===== src/rtl/display_scan.sv =====
// display_scan
//   Time-multiplexed driver for a 4-digit, common-anode 7-segment display.
//   A prescaler divides clk down to one digit slot every PRESCALE cycles and
//   the scan position walks 0,1,2,3,0,...  New values are captured into a
//   shadow register on load and only copied to the visible display register
//   at the end of a frame, so a frame never shows a mix of old and new data.
//
// Parameters
//   PRESCALE   clock cycles per digit slot (2 .. 2**24)
//
// Ports
//   clk        single clock, rising edge
//   reset      asynchronous active-high reset
//   value      16-bit value, four hex digits, digit k = value[4k+3:4k]
//   load       one-cycle request to capture value
//   blank_lz   1 = blank leading zeros (digit 0 always lit)
//   anodes     active-low one-hot digit enable
//   segments   active-low segments {g,f,e,d,c,b,a}
//   digit_idx  current scan position
//   pending    a captured value is waiting for the next frame boundary
//   frame_done one-cycle pulse following each end-of-frame tick

module display_scan #(
    parameter int unsigned PRESCALE = 100000
) (
    input  logic        clk,
    input  logic        reset,
    input  logic [15:0] value,
    input  logic        load,
    input  logic        blank_lz,
    output logic [3:0]  anodes,
    output logic [6:0]  segments,
    output logic [1:0]  digit_idx,
    output logic        pending,
    output logic        frame_done
);

    localparam int unsigned PW = (PRESCALE > 2) ? $clog2(PRESCALE) : 1;
    localparam logic [PW-1:0] LAST = PW'(PRESCALE - 1);

    logic [PW-1:0] prescaler;
    logic [15:0]   shadow;
    logic [15:0]   disp;
    logic          tick;
    logic          commit;

    assign tick   = (prescaler == LAST);
    // End of frame: last slot of digit 3 is expiring.
    assign commit = tick && (digit_idx == 2'd3);

    always_ff @(posedge clk or posedge reset) begin
        if (reset) begin
            prescaler  <= '0;
            digit_idx  <= '0;
            shadow     <= '0;
            disp       <= '0;
            pending    <= 1'b0;
            frame_done <= 1'b0;
        end else begin
            prescaler  <= tick ? '0 : prescaler + PW'(1);
            frame_done <= commit;

            if (tick) begin
                digit_idx <= digit_idx + 2'd1;
            end

            // A load landing on the commit edge bypasses the shadow so the
            // newest value is shown in the very next frame.
            if (commit && load) begin
                disp    <= value;
                shadow  <= value;
                pending <= 1'b0;
            end else begin
                if (commit && pending) begin
                    disp    <= shadow;
                    pending <= 1'b0;
                end
                if (load) begin
                    shadow  <= value;
                    pending <= 1'b1;
                end
            end
        end
    end

    function automatic logic [6:0] hex7(input logic [3:0] nib);
        logic [6:0] seg;
        case (nib)
            4'h0:    seg = 7'b1000000;
            4'h1:    seg = 7'b1111001;
            4'h2:    seg = 7'b0100100;
            4'h3:    seg = 7'b0110000;
            4'h4:    seg = 7'b0011001;
            4'h5:    seg = 7'b0010010;
            4'h6:    seg = 7'b0000010;
            4'h7:    seg = 7'b1111000;
            4'h8:    seg = 7'b0000000;
            4'h9:    seg = 7'b0010000;
            4'hA:    seg = 7'b0001000;
            4'hB:    seg = 7'b0000011;
            4'hC:    seg = 7'b1000110;
            4'hD:    seg = 7'b0100001;
            4'hE:    seg = 7'b0000110;
            default: seg = 7'b0001110;
        endcase
        return seg;
    endfunction

    logic [3:0] nibble;
    logic       upper_zero;

    always_comb begin
        nibble = disp[{digit_idx, 2'b00} +: 4];
        // True when this digit and every more-significant digit are zero;
        // digit 0 is never treated as a leading zero.
        case (digit_idx)
            2'd1:    upper_zero = (disp[15:4]  == '0);
            2'd2:    upper_zero = (disp[15:8]  == '0);
            2'd3:    upper_zero = (disp[15:12] == '0);
            default: upper_zero = 1'b0;
        endcase
    end

    always_comb begin
        anodes = ~(4'b0001 << digit_idx);
        if (blank_lz && upper_zero) begin
            segments = '1;
        end else begin
            segments = hex7(nibble);
        end
    end

endmodule

===== config.mk =====
export PLATFORM = sky130hd
export DESIGN_NAME = display_scan
export DESIGN_NICKNAME = d
export VERILOG_FILES = /design/src/rtl/display_scan.sv
export SDC_FILE = /design/constraint.sdc
export NUM_CORES = 1
export LEC_CHECK = 0
export BUFFER_PORTS_ARGS = -buffer_cell sky130_fd_sc_hd__buf_2
export CAP_MARGIN = 20
export CORE_MARGIN = 1.5
export CORE_UTILIZATION = 45
export DETAILED_ROUTE_END_ITERATION = 7
export GPL_ROUTABILITY_DRIVEN = 0
export GPL_TIMING_DRIVEN = 0
export REMOVE_ABC_BUFFERS = 1
export SYNTH_ARGS = -nofsm -noshare
export SYNTH_HDL_FRONTEND = slang
export SYNTH_SLANG_ARGS = --single-unit

===== constraint.sdc =====
create_clock -name clk -period 7.4 [get_ports clk]
set_input_delay 1.85 -clock clk [delete_from_list [all_inputs] [get_ports clk]]
set_output_delay 1.85 -clock clk [all_outputs]
set_load 0.02 [all_outputs]

==> flow_metrics.py, run 1 <==
metrics = {
    "cells_and_area": {
        "antennaDiodeCount": 0,
        "area_growth_pct": 10.9,
        "fill_cells": 596,
        "drive_above_1_share_pct": 30.1,
        "nets": 317,
    },
    "yosys": {
        "synth_cell_types": 46,
        "syn_area_sq_mm": 0.00293,
        "async_flop_share_pct": 100,
        "yosys_warnings": 0,
        "ys_top_cells_by_area": "dfrtp_1 45%, mux2_2 7.3%, mux2_4 5.6%",
        "synth_most_common_cell": "dfrtp_1",
        "synth-edff-count": 0,
        "avgSynthCellArea_sq_um": 11.7,
        "syn_inst": 251,
        "synth_common_cells": "53 x dfrtp_1, 19 x mux2_2, 19 x nor2_1",
        "yosysSeqAreaShare_pct": 45.3,
        "synth_seq_cells": 53,
        "synth_flop_cell": "dfrtp_1",
        "yosysTopAreaCellShare_pct": 45.3,
        "synth_top_area_cell": "dfrtp_1",
    },
    "route": {
        "drt-total-wl_microns": 5520,
        "ant_nets": 0,
        "drtPass1Iterations": 4,
        "vias": 1952,
        "wl_per_cell_microns": 15.2,
        "drc": 0,
        "via_per_inst": 5.38,
        "drt_iter0_markers": 79,
    },
    "die": {
        "fp.dieW_microns": 83.6,
        "initial_utilization_pct": 46.4,
        "design.die.area_sq_mm": 0.00700,
        "rows": 29,
        "num_io_pins": 35,
        "die_h_microns": 83.6,
        "design.core.area_sq_mm": 0.00631,
    },
    "cts": {
        "cts_setup_buffers": 0,
        "numCtsBuffers": 5,
        "root_buffer": "clkbuf_8",
        "ctsResizeCount": 0,
        "cts.clk_slew.worst_paths_ps": 90,
        "ctsHtreeMaxLevel": 2,
        "tritoncts": "built",
        "cts_hold_buf": 0,
        "clock_sinks": 53,
        "clkLatencyLatePin_ps": 310,
        "cts_buffer_depth": 2,
    },
    "global_route": {
        "grtUsageTotal_pct": 16.9,
        "grt_pass1_vias": 1949,
        "grt_util_met1_pct": 22.5,
        "grt_pass1_wl_microns": 9470,
        "antenna_found_initial": 0,
        "grt.busiest_layer": "met2",
        "use_met2_pct": 28.0,
        "gr-total-overflow": 0,
        "use_met3_pct": 3.26,
        "grt_max_degree": 29,
    },
    "timing": {
        "period_share_pct": 63.2,
        "finalCriticalPeriod_ps": 4680,
        "finalMaxSlewViolations": 0,
        "worst_pin_slew_ps": 780,
        "setup_viol": 0,
        "hold_viol": 0,
        "max_freq_mhz": 214,
        "final.setup.tns_ps": 0,
        "rsz0062_at_grt": "no",
        "max-slew-margin-rel_pct": 47.8,
        "skew_ps": 14.3,
        "fin_ws_ps": 2720,
    },
    "power_and_ir_drop": {
        "power_density_mw_per_mm2": 160,
        "p_leak_nw": 1.53,
        "peakVddDrop_mv": 0.0902,
    },
    "flow_run": {
        "cap_viol_max_count": 0,
    },
    "critical_path": {
        "cp-start-kind": "primary input",
        "worst_setup_path_end_kind": "output port",
        "worst-setup-path-type": "primary input to output port",
        "worst_ep_arrival_time_ps": 2830,
        "cp_max_fo": 7,
        "crit_required_ps": 5550,
    },
    "placement": {
        "io_buffers": 34,
        "post-place-ws_ps": 2720,
        "hpwl_microns": 4010,
    },
    "worst_hold_path": {
        "min_path_type": "register to register",
    },
    "outcome": {
        "status": "finished, final reports clean",
    },
}
## worst paths after layout
kind	from	to	slack [ps]	depth (start not counted)
setup / recovery	blank_lz	segments[4]	2720	6
hold / removal	prescaler[0]	prescaler[0]	490	1
setup reg to reg	prescaler[5]	disp[11]	5210	4
hold reg to reg	prescaler[0]	prescaler[0]	490	1
max in group asynchronous	reset	shadow[9]	5270	3
min in group asynchronous	reset	prescaler[8]	1580	2
## routing by layer
layer / up-vias / wire length (microns)
met3: 5 / 151
met5: - / 0
met2: 28 / 2700
li1: 969 / -
met4: 0 / 68
met1: 950 / 2600
## area by class of cell
class / instances / area [sq um] / area share, %
Multi-Input combinational cell: 174 / 1490 / 45.8
Timing Repair Buffer: 35 / 190 / 5.86
Clock inverter: 2 / 13.8 / 0.424
Tap cell: 77 / 96.3 / 2.97
Sequential cell: 53 / 1330 / 40.9
Inverter: 16 / 60.1 / 1.85
Clock buffer: 6 / 72.6 / 2.24
## cell families (layout without fill, tap and decap cells)
group / count (synthesis) / in the layout / share of synthesized area (%)
AND/OR/NAND/NOR: 74 / 74 / 14.0
flip-flops: 53 / 53 / 45.3
multiplexers: 39 / 39 / 18.0
AO/OA/AOI/OAI: 31 / 31 / 8.25
buffers and inverters: 24 / 59 / 3.93
XOR/XNOR: 18 / 18 / 5.39
adder cells (fa/ha/maj): 12 / 12 / 5.13
## cell usage in the layout, fill, tap and decap left out, types with 3 or more instances in the layout
cell / instances
xnor2_1: 10
o21ai_0: 7
clkbuf_8: 5
ha_1: 12
and3_1: 5
mux2_4: 11
a21o_1: 4
o211ai_1: 4
xor2_1: 8
dfrtp_1: 53
mux2i_1: 5
o221a_2: 4
inv_1: 14
mux2_2: 19
nor2_1: 19
buf_2: 34
nor3_1: 3
a41oi_1: 4
nor4_1: 5
nand3_1: 10
nand2_1: 16
## where the power goes
group / leakage (nW) / switching [mW] / internal [mW]
clock: 0.0456 / 0.0970 / 0.0677
combinational: 0.803 / 0.0270 / 0.0239
sequential: 0.680 / 0.00499 / 0.300
## critical path, cell delays in order
cell      delay [ps]
buf_2            100
nor2b_1          130
nand3_1           80
o21a_1           300
o221ai_1         180
buf_2            190
## registers in the layout, summed over array words and instances (netlist names)
signal and cells:
frame_done 1, pending 1, disp 16, digit_idx 2, shadow 16, prescaler 17
## through the flow
step	area (sq um)	power (mW)	instances	util (%)	hold WS [ps]
3_5_place_dp	3160	0.363	355	50.0	471
5_1_grt	3240	0.547	363	51.4	502
2_1_floorplan	2870	0.344	243	-	432
3_3_place_gp	3140	0.360	354	49.7	463
4_1_cts	3240	0.528	363	51.4	488
6_report	3240	0.521	363	51.4	488
No activity file was read; power rests on OpenSTA's default activity.
==> inputs of run 2 (changes only) <==
--- a/config.mk
+++ b/config.mk
@@ -12,6 +12,7 @@
 export DETAILED_ROUTE_END_ITERATION = 7
 export GPL_ROUTABILITY_DRIVEN = 0
 export GPL_TIMING_DRIVEN = 0
+export PLACE_DENSITY = 0.67
 export REMOVE_ABC_BUFFERS = 1
 export SYNTH_ARGS = -nofsm -noshare
 export SYNTH_HDL_FRONTEND = slang
==> constraint.sdc (replaced) <==
create_clock -name clk -period 3.8 [get_ports clk]
set_input_delay 0.95 -clock clk [delete_from_list [all_inputs] [get_ports clk]]
set_output_delay 0.95 -clock clk [all_outputs]
set_load 0.02 [all_outputs]
==> flow_metrics.py, run 2 (synthesized netlist as in run 1, its figures left out) <==
metrics = {
    "placement": {
        "hpwl_microns": 3840,
        "dp_cells": 355,
        "post-place-ws_ps": 265,
        "io_buffers": 34,
        "postPlaceCellArea_sq_mm": 0.00316,
    },
    "timing": {
        "skew_ps": 10.4,
        "rsz0062_at_grt": "no",
        "max-slew-margin-rel_pct": 47.6,
        "max_freq_mhz": 289,
        "hold_viol": 0,
        "finalMaxSlewViolations": 0,
        "finalCriticalPeriod_ps": 3460,
        "fin_ws_ps": 338,
        "setup_viol": 0,
        "worst_pin_slew_ps": 784,
        "final.setup.tns_ps": 0,
        "period_share_pct": 91.1,
    },
    "die": {
        "fp.dieW_microns": 83.6,
        "num_io_pins": 35,
        "die_h_microns": 83.6,
        "rows": 29,
        "design.die.area_sq_mm": 0.00700,
        "initial_utilization_pct": 46.4,
        "design.core.area_sq_mm": 0.00631,
    },
    "cells_and_area": {
        "drive_above_1_share_pct": 31.9,
        "fin_area_sq_mm": 0.00329,
        "nets": 319,
        "largest_reg_flops": 17,
        "regMostFlops": "prescaler",
        "final_common_cell": "dfrtp_1",
        "reg_top3": "prescaler: 17 flops, disp: 16 flops, shadow: 16 flops",
        "mostFrequentLayoutCells": "52 x dfrtp_1, 34 x buf_2, 19 x mux2_2, 19 x nor2_1, 16 x nand2_1",
        "instances_no_fill": 365,
        "antennaDiodeCount": 0,
        "area_growth_pct": 12.3,
    },
    "critical_path": {
        "worst-setup-path-type": "register to output port",
        "crit_chain": "mux4_2, inv_1, ha_1, nor2_1, nand3_1, o31ai_1, o41ai_1, buf_2",
        "worst_setup_path_end_kind": "output port",
        "cp-start-kind": "register",
        "worst_ep_arrival_time_ps": 2510,
        "r2r_start": "prescaler[5]",
        "critPathMaxStageDelay_ps": 590,
        "worstReg2RegEnd": "disp[11]",
        "endpoint": "segments[0]",
        "reg2regPathDepth": 4,
        "crit_required_ps": 2850,
        "r2r_slack_ps": 1600,
        "slowest_stage": "mux4_2",
        "cp-startpoint": "digit_idx[1]",
        "cp_max_fo": 6,
    },
    "route": {
        "vias": 1914,
        "drc": 0,
        "ant_nets": 0,
        "drt_iter0_markers": 121,
        "via_per_inst": 5.24,
        "drtPass1Iterations": 4,
        "drt-total-wl_microns": 5290,
        "wl_per_cell_microns": 14.5,
    },
    "power_and_ir_drop": {
        "peakVddDrop_mv": 0.177,
        "total_power_mw": 1.09,
        "clock_power_share_pct": 36.5,
        "power_frac_seq_pct": 54.4,
        "p_leak_nw": 1.54,
        "power_density_mw_per_mm2": 332,
        "p_int_uw": 846,
        "p_comb_share_pct": 9.1,
        "p_switching_uw": 246,
        "switching_share_pct": 22.5,
    },
    "cts": {
        "numCtsBuffers": 5,
        "cts.clk_slew.worst_paths_ps": 100,
        "ctsHtreeMaxLevel": 2,
        "root_buffer": "clkbuf_8",
        "cts_buffer_depth": 2,
        "tritoncts": "built",
        "clock_sinks": 53,
        "clkLatencyLatePin_ps": 300,
    },
    "global_route": {
        "grt_max_degree": 42,
        "grtUsageTotal_pct": 15.9,
        "gr-total-overflow": 0,
        "antenna_found_initial": 0,
        "grt_pass1_vias": 1911,
        "grt_pass1_wl_microns": 9080,
    },
    "flow_run": {
        "cap_viol_max_count": 0,
    },
    "worst_hold_path": {
        "min_path_type": "register to register",
    },
    "outcome": {
        "status": "finished, final reports clean",
    },
}
run 2: cell types whose count changed in the layout (fill, tap and decap cells not counted):
| cell | change |
|---|---|
| mux4_1 | -2 |
| clkinvlp_4 | +1 |
| bufinv_16 | +1 |
| buf_4 | +2 |
| clkbuf_8 | +1 |
| dfrtp_1 | -1 |
| dfrtp_2 | +1 |
| clkbuf_1 | -1 |
| clkinv_2 | -1 |
| mux4_2 | +2 |
| inv_6 | -1 |
run 2: worst min-delay path by stage:
stage,startpoint,to,slack (ps),depth (start not counted)
after floorplan,prescaler[16],prescaler[16],430,1
after global placement,prescaler[16],prescaler[16],460,1
after detailed placement,prescaler[16],prescaler[16],480,1
after CTS,prescaler[16],prescaler[16],490,1
after global routing,prescaler[0],prescaler[0],510,1
final,prescaler[16],prescaler[16],480,1
run 2: metal layers:
metal  wire length [microns]  GRT usage (%)  part of all wire (%)
met4                      96           5.66                   1.8
met1                    2590           21.9                    49
met2                    2470           25.1                    47
met5                       0              0                     0
met3                     133           3.17                   2.5
run 2: through the flow:
stage / utilization, % / hold slack, ps
floorplan: - / 432
finish: 52.1 / 482
global placement: 49.7 / 460
CTS: 51.9 / 489
detailed placement: 50.0 / 476
global route: 52.1 / 506
run 2: power by group through the flow:
| stage | combinational (mW) | clock [mW] | sequential (mW) |
|---|---|---|---|
| 2_1_floorplan | 0.0671 | 0 | 0.602 |
| 3_3_place_gp | 0.0957 | 0 | 0.605 |
| 3_5_place_dp | 0.100 | 0 | 0.606 |
| 4_1_cts | 0.101 | 0.408 | 0.594 |
| 5_1_grt | 0.112 | 0.428 | 0.597 |
| 6_report | 0.0990 | 0.398 | 0.594 |
run 2: what timing repair did:
item / CTS / global route
hold buffers: 0 / 0
endpoints found under the setup margin: 1 / 1
resized for setup: 1 / 2
hold endpoints to repair: 0 / 0
setup buffers: 0 / 2
run 2: layout make-up:
class	instances	area, sq um
inverter	16	60.1
timing repair buffer	37	205
clock inverter	2	37.5
tap	77	96.3
fill	588	3030
clock buffer	6	82.6
multi-input combinational	174	1480
sequential	53	1330
run 2: worst max-delay path, delay by kind of cell (launching register included):
kind                     cells  cell delay, ps
AND/OR/NAND/NOR              2             160
multiplexers                 1             590
buffers and inverters        2             390
AO/OA/AOI/OAI                2             410
flip-flops                   1             440
adder cells (fa/ha/maj)      1             220
